===== config.mk =====
export PLATFORM = sky130hd
export DESIGN_NAME = bcd_result_splitter
export DESIGN_NICKNAME = d
export VERILOG_FILES = /design/src/rtl/bcd_result_splitter.sv
export SDC_FILE = /design/constraint.sdc
export NUM_CORES = 1
export LEC_CHECK = 0
export ABC_AREA = 1
export BUFFER_PORTS_ARGS = -buffer_cell sky130_fd_sc_hd__clkbuf_2
export CORE_MARGIN = 2
export CORE_UTILIZATION = 55
export CTS_CLUSTER_SIZE = 30
export DETAILED_ROUTE_END_ITERATION = 10
export HOLD_SLACK_MARGIN = 0.15
export PLACE_DENSITY = 0.76
export SYNTH_ARGS = -nofsm -noshare
export SYNTH_HDL_FRONTEND = slang
export SYNTH_SLANG_ARGS = --single-unit

===== constraint.sdc =====
create_clock -name clk -period 2.1 [get_ports clk]
set_input_delay 0.21 -clock clk [delete_from_list [all_inputs] [get_ports clk]]
set_output_delay 0.21 -clock clk [all_outputs]
set_load 0.02 [all_outputs]

===== src/rtl/bcd_result_splitter.sv =====
// Binary-to-BCD converter for the seven-segment path: iterative double-dabble, one bit per clock.
// Produces packed digits, a leading-zero blank mask and a display-overflow flag.
module bcd_result_splitter #(
  parameter int WIDTH       = 16,
  parameter int DIGITS      = 5,
  parameter int SHOW_DIGITS = 3
) (
  input  logic                  clk,
  input  logic                  reset,
  input  logic                  start,
  input  logic [WIDTH-1:0]      value,
  output logic                  busy,
  output logic                  done,
  output logic [4*DIGITS-1:0]   bcd,
  output logic [DIGITS-1:0]     blank,
  output logic                  overflow
);

  localparam int              CW        = $clog2(WIDTH + 1);
  localparam logic [CW-1:0]   LAST      = CW'(WIDTH - 1);
  localparam logic [DIGITS-1:0] BLANK_RST = {{(DIGITS-1){1'b1}}, 1'b0};

  typedef enum logic [1:0] {S_IDLE, S_SHIFT, S_DONE} state_t;

  state_t              state, state_nxt;
  logic [4*DIGITS-1:0] work, adj;
  logic [WIDTH-1:0]    operand;
  logic [CW-1:0]       cnt;
  logic [DIGITS-1:0]   blank_nxt;
  logic                ovf_nxt;
  logic                hi_zero;

  always_ff @(posedge clk or negedge reset) begin
    if (!reset) state <= S_IDLE;
    else        state <= state_nxt;
  end

  always_comb begin
    state_nxt = state;
    case (state)
      S_IDLE:  if (start) state_nxt = S_SHIFT;
      S_SHIFT: if (cnt == LAST) state_nxt = S_DONE;
      S_DONE:  state_nxt = S_IDLE;
      default: state_nxt = S_IDLE;
    endcase
  end

  always_comb begin
    busy = (state != S_IDLE);
  end

  // Add-3 correction happens before the shift so each digit stays within 0..9 afterwards.
  always_comb begin
    adj = work;
    for (int i = 0; i < DIGITS; i++) begin
      if (work[4*i +: 4] >= 4'd5) adj[4*i +: 4] = work[4*i +: 4] + 4'd3;
    end
  end

  always_comb begin
    blank_nxt = '0;
    hi_zero   = 1'b1;
    for (int i = DIGITS - 1; i >= 1; i--) begin
      hi_zero      = hi_zero & (work[4*i +: 4] == 4'd0);
      blank_nxt[i] = hi_zero;
    end
  end

  always_comb begin
    ovf_nxt = 1'b0;
    for (int i = SHOW_DIGITS; i < DIGITS; i++) begin
      ovf_nxt = ovf_nxt | (work[4*i +: 4] != 4'd0);
    end
  end

  always_ff @(posedge clk or negedge reset) begin
    if (!reset) begin
      work     <= '0;
      operand  <= '0;
      cnt      <= '0;
      bcd      <= '0;
      blank    <= BLANK_RST;
      overflow <= 1'b0;
      done     <= 1'b0;
    end else begin
      done <= 1'b0;
      case (state)
        S_IDLE: begin
          if (start) begin
            operand <= value;
            work    <= '0;
            cnt     <= '0;
          end
        end
        S_SHIFT: begin
          work    <= {adj[4*DIGITS-2:0], operand[WIDTH-1]};
          operand <= operand << 1;
          cnt     <= cnt + 1'b1;
        end
        S_DONE: begin
          bcd      <= work;
          blank    <= blank_nxt;
          overflow <= ovf_nxt;
          done     <= 1'b1;
        end
        default: ;
      endcase
    end
  end

endmodule


==> flow_summary.rst <==
.. list-table::
   :header-rows: 1

   * - Metric
     - Value
   * - Arrival time reported for the critical path endpoint
     - 1.62 ns
   * - Clock-pin slew of the registers on the worst-case setup and hold paths
     - 0.07 ns
   * - Shortest period the worst path allows
     - 1.370 ns
   * - Detailed Place HPWL
     - 4326 um
   * - Post-synthesis cell type count
     - 22
   * - Die outline width
     - 81.95 um
   * - Top-count cell post-synth
     - sky130_fd_sc_hd__nand2_1
   * - GP Congestion
     - 0.8461
   * - Final setup viols
     - 0
   * - CTS Hold Buffers Added
     - 17
   * - FMAX
     - 0.7299 GHz
   * - Nets in the synthesized netlist
     - 432
   * - First-pass GRT wire length
     - 10830 um
   * - Master cell of the clock root buffer
     - sky130_fd_sc_hd__clkbuf_8
   * - Clock network fraction of design power
     - 0.200
   * - Critical path data required time
     - 2.35 ns
   * - Synth Warn #
     - 0
   * - Number of port buffers
     - 45
   * - Comb power frac
     - 0.404
   * - Overall routing resource usage
     - 0.2138
   * - Layout cells sized above 1
     - 0.1642
   * - Routed wire length
     - 6476 um
   * - PwrDens
     - 1346 nW/um^2
   * - Post-synthesis cell area
     - 3342 um^2
   * - Number of standard cells after synthesis
     - 398
   * - GR Overflow Total
     - 0
   * - Ratio of routed vias to standard cells
     - 4.991
   * - Max-Slew Margin vs Limit
     - 0.5610
   * - Leading area contributor after synthesis
     - sky130_fd_sc_hd__dfrtp_1
   * - Layout area overhead
     - 18.20%
   * - Share of Yosys cell area claimed by the top area cell type
     - 0.4867
   * - Detailed-routing iteration count for the pre-antenna-repair pass
     - 4
   * - Nets
     - 498
   * - Main synth FF type
     - sky130_fd_sc_hd__dfrtp_1
   * - Number of DRC violations after detailed routing
     - 0
   * - Portion of the post-synthesis area used by sequential elements
     - 0.5182
   * - Count of buffers added by post-CTS timing repair for setup
     - 0
   * - Leading cell types by total area after synthesis
     - sky130_fd_sc_hd__dfrtp_1, sky130_fd_sc_hd__nand2_1, sky130_fd_sc_hd__nand3_1
   * - Period utilization
     - 0.6524
   * - Largest fanout of any net on the critical path
     - 35
   * - Top cell types by occurrence after synthesis
     - sky130_fd_sc_hd__nand2_1, sky130_fd_sc_hd__dfrtp_1, sky130_fd_sc_hd__nand3_1, sky130_fd_sc_hd__inv_1, sky130_fd_sc_hd__o21ai_0
   * - Crit path kind
     - flop to flop
   * - Fraction of registers with async set/reset
     - 1.000
   * - Detailed router's first-iteration violation count
     - 161
   * - Final hold viol count
     - 0
   * - Floorplan core area
     - 5886 um^2
   * - Wirelength per Cell
     - 11.90 um
   * - Die outline area
     - 6716 um^2
   * - Worst ir drop on vdd
     - 0.6248 mV
   * - Maximum Capacitance Violations
     - 0
   * - TritonCTS clock tree
     - built
   * - Vertical extent of the die
     - 81.95 um
   * - Fraction of power spent switching nets
     - 0.4081
   * - Internal
     - 0.003148 W
   * - Switching Power
     - 0.002170 W
   * - Number of antenna violations at the first check in global routing
     - 0
   * - Fill cell instance count of the final layout
     - 493
   * - Static leakage power
     - 2.103 nW
   * - Number of enable flip-flop cells after synthesis
     - 0
   * - Sequential share of power
     - 0.397
   * - Pre-CTS setup slack
     - 0.7245 ns
   * - Worst Tran Pin Value
     - 0.6585 ns
   * - Maximum root-to-sink buffer count
     - 2
   * - Vias in the first global route
     - 2511
   * - I/O Pins
     - 47
   * - Crit path launch type
     - flop
   * - Maximum level of the CTS H-tree
     - 3
   * - Post-cts resize count
     - 0
   * - Number of buffers added by the clock tree synthesis step
     - 9
   * - Hold/Removal Path Class
     - input port to flop
   * - Sum Neg Setup Slack
     - 0 ns
   * - Residual antenna-violating net count after detailed routing
     - 0
   * - Total number of vias
     - 2715
   * - Core occupancy in the finished layout
     - 0.6711
   * - Result of the run
     - finished, final reports clean
   * - Worst Slack Setup Final
     - 0.7300 ns
   * - Seq cells post-synth
     - 69
   * - Maximum number of pins on one net before global-route repair
     - 36
   * - Worst Skew
     - 0.01382 ns
   * - Synthesized area per cell
     - 8.397 um^2
   * - Total number of clock tree sinks
     - 69
   * - Power consumption
     - 0.005318 W
   * - RSZ-0062 raised after global routing
     - no
   * - Starting density of the core
     - 0.5678
   * - Number of diodes
     - 0
   * - Insertion delay of the later-clocked pin in the worst-skew pair
     - 0.34 ns
   * - Number of max-slew violations in the final report
     - 0
   * - Row count
     - 28
   * - Kind of end point of the critical path
     - flop
[critical path, stage by stage, from the launching register on]
cell                      delay [ns]
sky130_fd_sc_hd__dfrtp_1        0.40
sky130_fd_sc_hd__inv_2          0.09
sky130_fd_sc_hd__nand2_4        0.09
sky130_fd_sc_hd__inv_2          0.44
sky130_fd_sc_hd__nand4_1        0.14
sky130_fd_sc_hd__o21ai_0        0.12
[cell type report]
cell class	count	area [um^2]	area share
clock inverters	4	48.80	0.01235
inverters	38	145.1	0.03674
clock buffers	12	145.1	0.03674
repair buffers	68	452.9	0.1147
multi-input cells	278	1333	0.3373
flip-flops and latches	69	1732	0.4384
well taps	75	93.84	0.02376
[final timing paths]
| check | cells after the start | startpoint | slack, ns | to |
|---|---|---|---|---|
| worst min register to register | 2 | blank[3]$_DFFE_PN1P_ | 0.47 | blank[3]$_DFFE_PN1P_ |
| max in group asynchronous | 3 | reset | 0.99 | work[0]$_DFFE_PN0P_ |
| worst max register to register | 5 | state[1]$_DFFE_PN0P_ | 0.73 | work[7]$_DFFE_PN0P_ |
| min in group asynchronous | 2 | reset | 0.43 | bcd[14]$_DFFE_PN0P_ |
| worst min-delay path | 4 | start | 0.30 | work[0]$_DFFE_PN0P_ |
| worst max-delay path | 5 | state[1]$_DFFE_PN0P_ | 0.73 | work[7]$_DFFE_PN0P_ |
[per-layer routing]
layer  global-route usage  part of all wire  wire [um]
met2               0.3585              0.48       3112
met3              0.04176             0.030        197
met1               0.2658              0.47       3059
met4               0.1000             0.017        107
met5                    0                 0          0
[power groups by stage]
stage / Combinational, W / Clock [W] / Sequential, W
2_1_floorplan: 0.00157 / 0 / 0.00219
3_3_place_gp: 0.00205 / 0 / 0.00212
3_5_place_dp: 0.00213 / 0 / 0.00213
4_1_cts: 0.00217 / 0.00107 / 0.00211
5_1_grt: 0.00251 / 0.00114 / 0.00217
6_report: 0.00215 / 0.00106 / 0.00211
[stage by stage]
step / cell area (um^2) / cells / hold WS, ns
floorplan: 3342 / 398 / -0.08559
global placement: 3586 / 511 / 0.2659
detailed placement: 3586 / 511 / 0.2775
CTS: 3950 / 544 / 0.2997
global route: 3950 / 544 / 0.3113
finish: 3950 / 544 / 0.2994
[sequential cells by signal (all words and copies together) (netlist names)]
name      flops
state         2
work         20
overflow      1
bcd          20
operand      16
blank         4
cnt           5
done          1
[cell usage in the layout (no fill, tap or decap), types with 2 or more instances in the layout]
cell	instances
sky130_fd_sc_hd__nand2_1	150
sky130_fd_sc_hd__dfrtp_1	65
sky130_fd_sc_hd__clkbuf_2	44
sky130_fd_sc_hd__nand3_1	41
sky130_fd_sc_hd__inv_1	35
sky130_fd_sc_hd__o21ai_0	32
sky130_fd_sc_hd__dlygate4sd3_1	17
sky130_fd_sc_hd__ha_1	15
sky130_fd_sc_hd__nor2_1	12
sky130_fd_sc_hd__clkbuf_8	10
sky130_fd_sc_hd__nand4_1	8
sky130_fd_sc_hd__o21ai_1	6
sky130_fd_sc_hd__a21oi_1	5
sky130_fd_sc_hd__buf_4	5
sky130_fd_sc_hd__dfstp_2	4
sky130_fd_sc_hd__inv_2	2
sky130_fd_sc_hd__nand2_4	2
sky130_fd_sc_hd__nor2_2	2
sky130_fd_sc_hd__o21a_1	2
sky130_fd_sc_hd__clkbuf_1	2
sky130_fd_sc_hd__clkinv_2	2
[cell families after synthesis]
logic type                 count (synthesis)  synth area share
and+or+nand+nor                          216            0.2707
DFF                                       69            0.5182
buffers and inverters                     51           0.08312
AOI/OAI and AO/OA                         46           0.07076
adders and majority gates                 15           0.05616
other                                      1          0.001122
(Power assumes the default switching activity.)
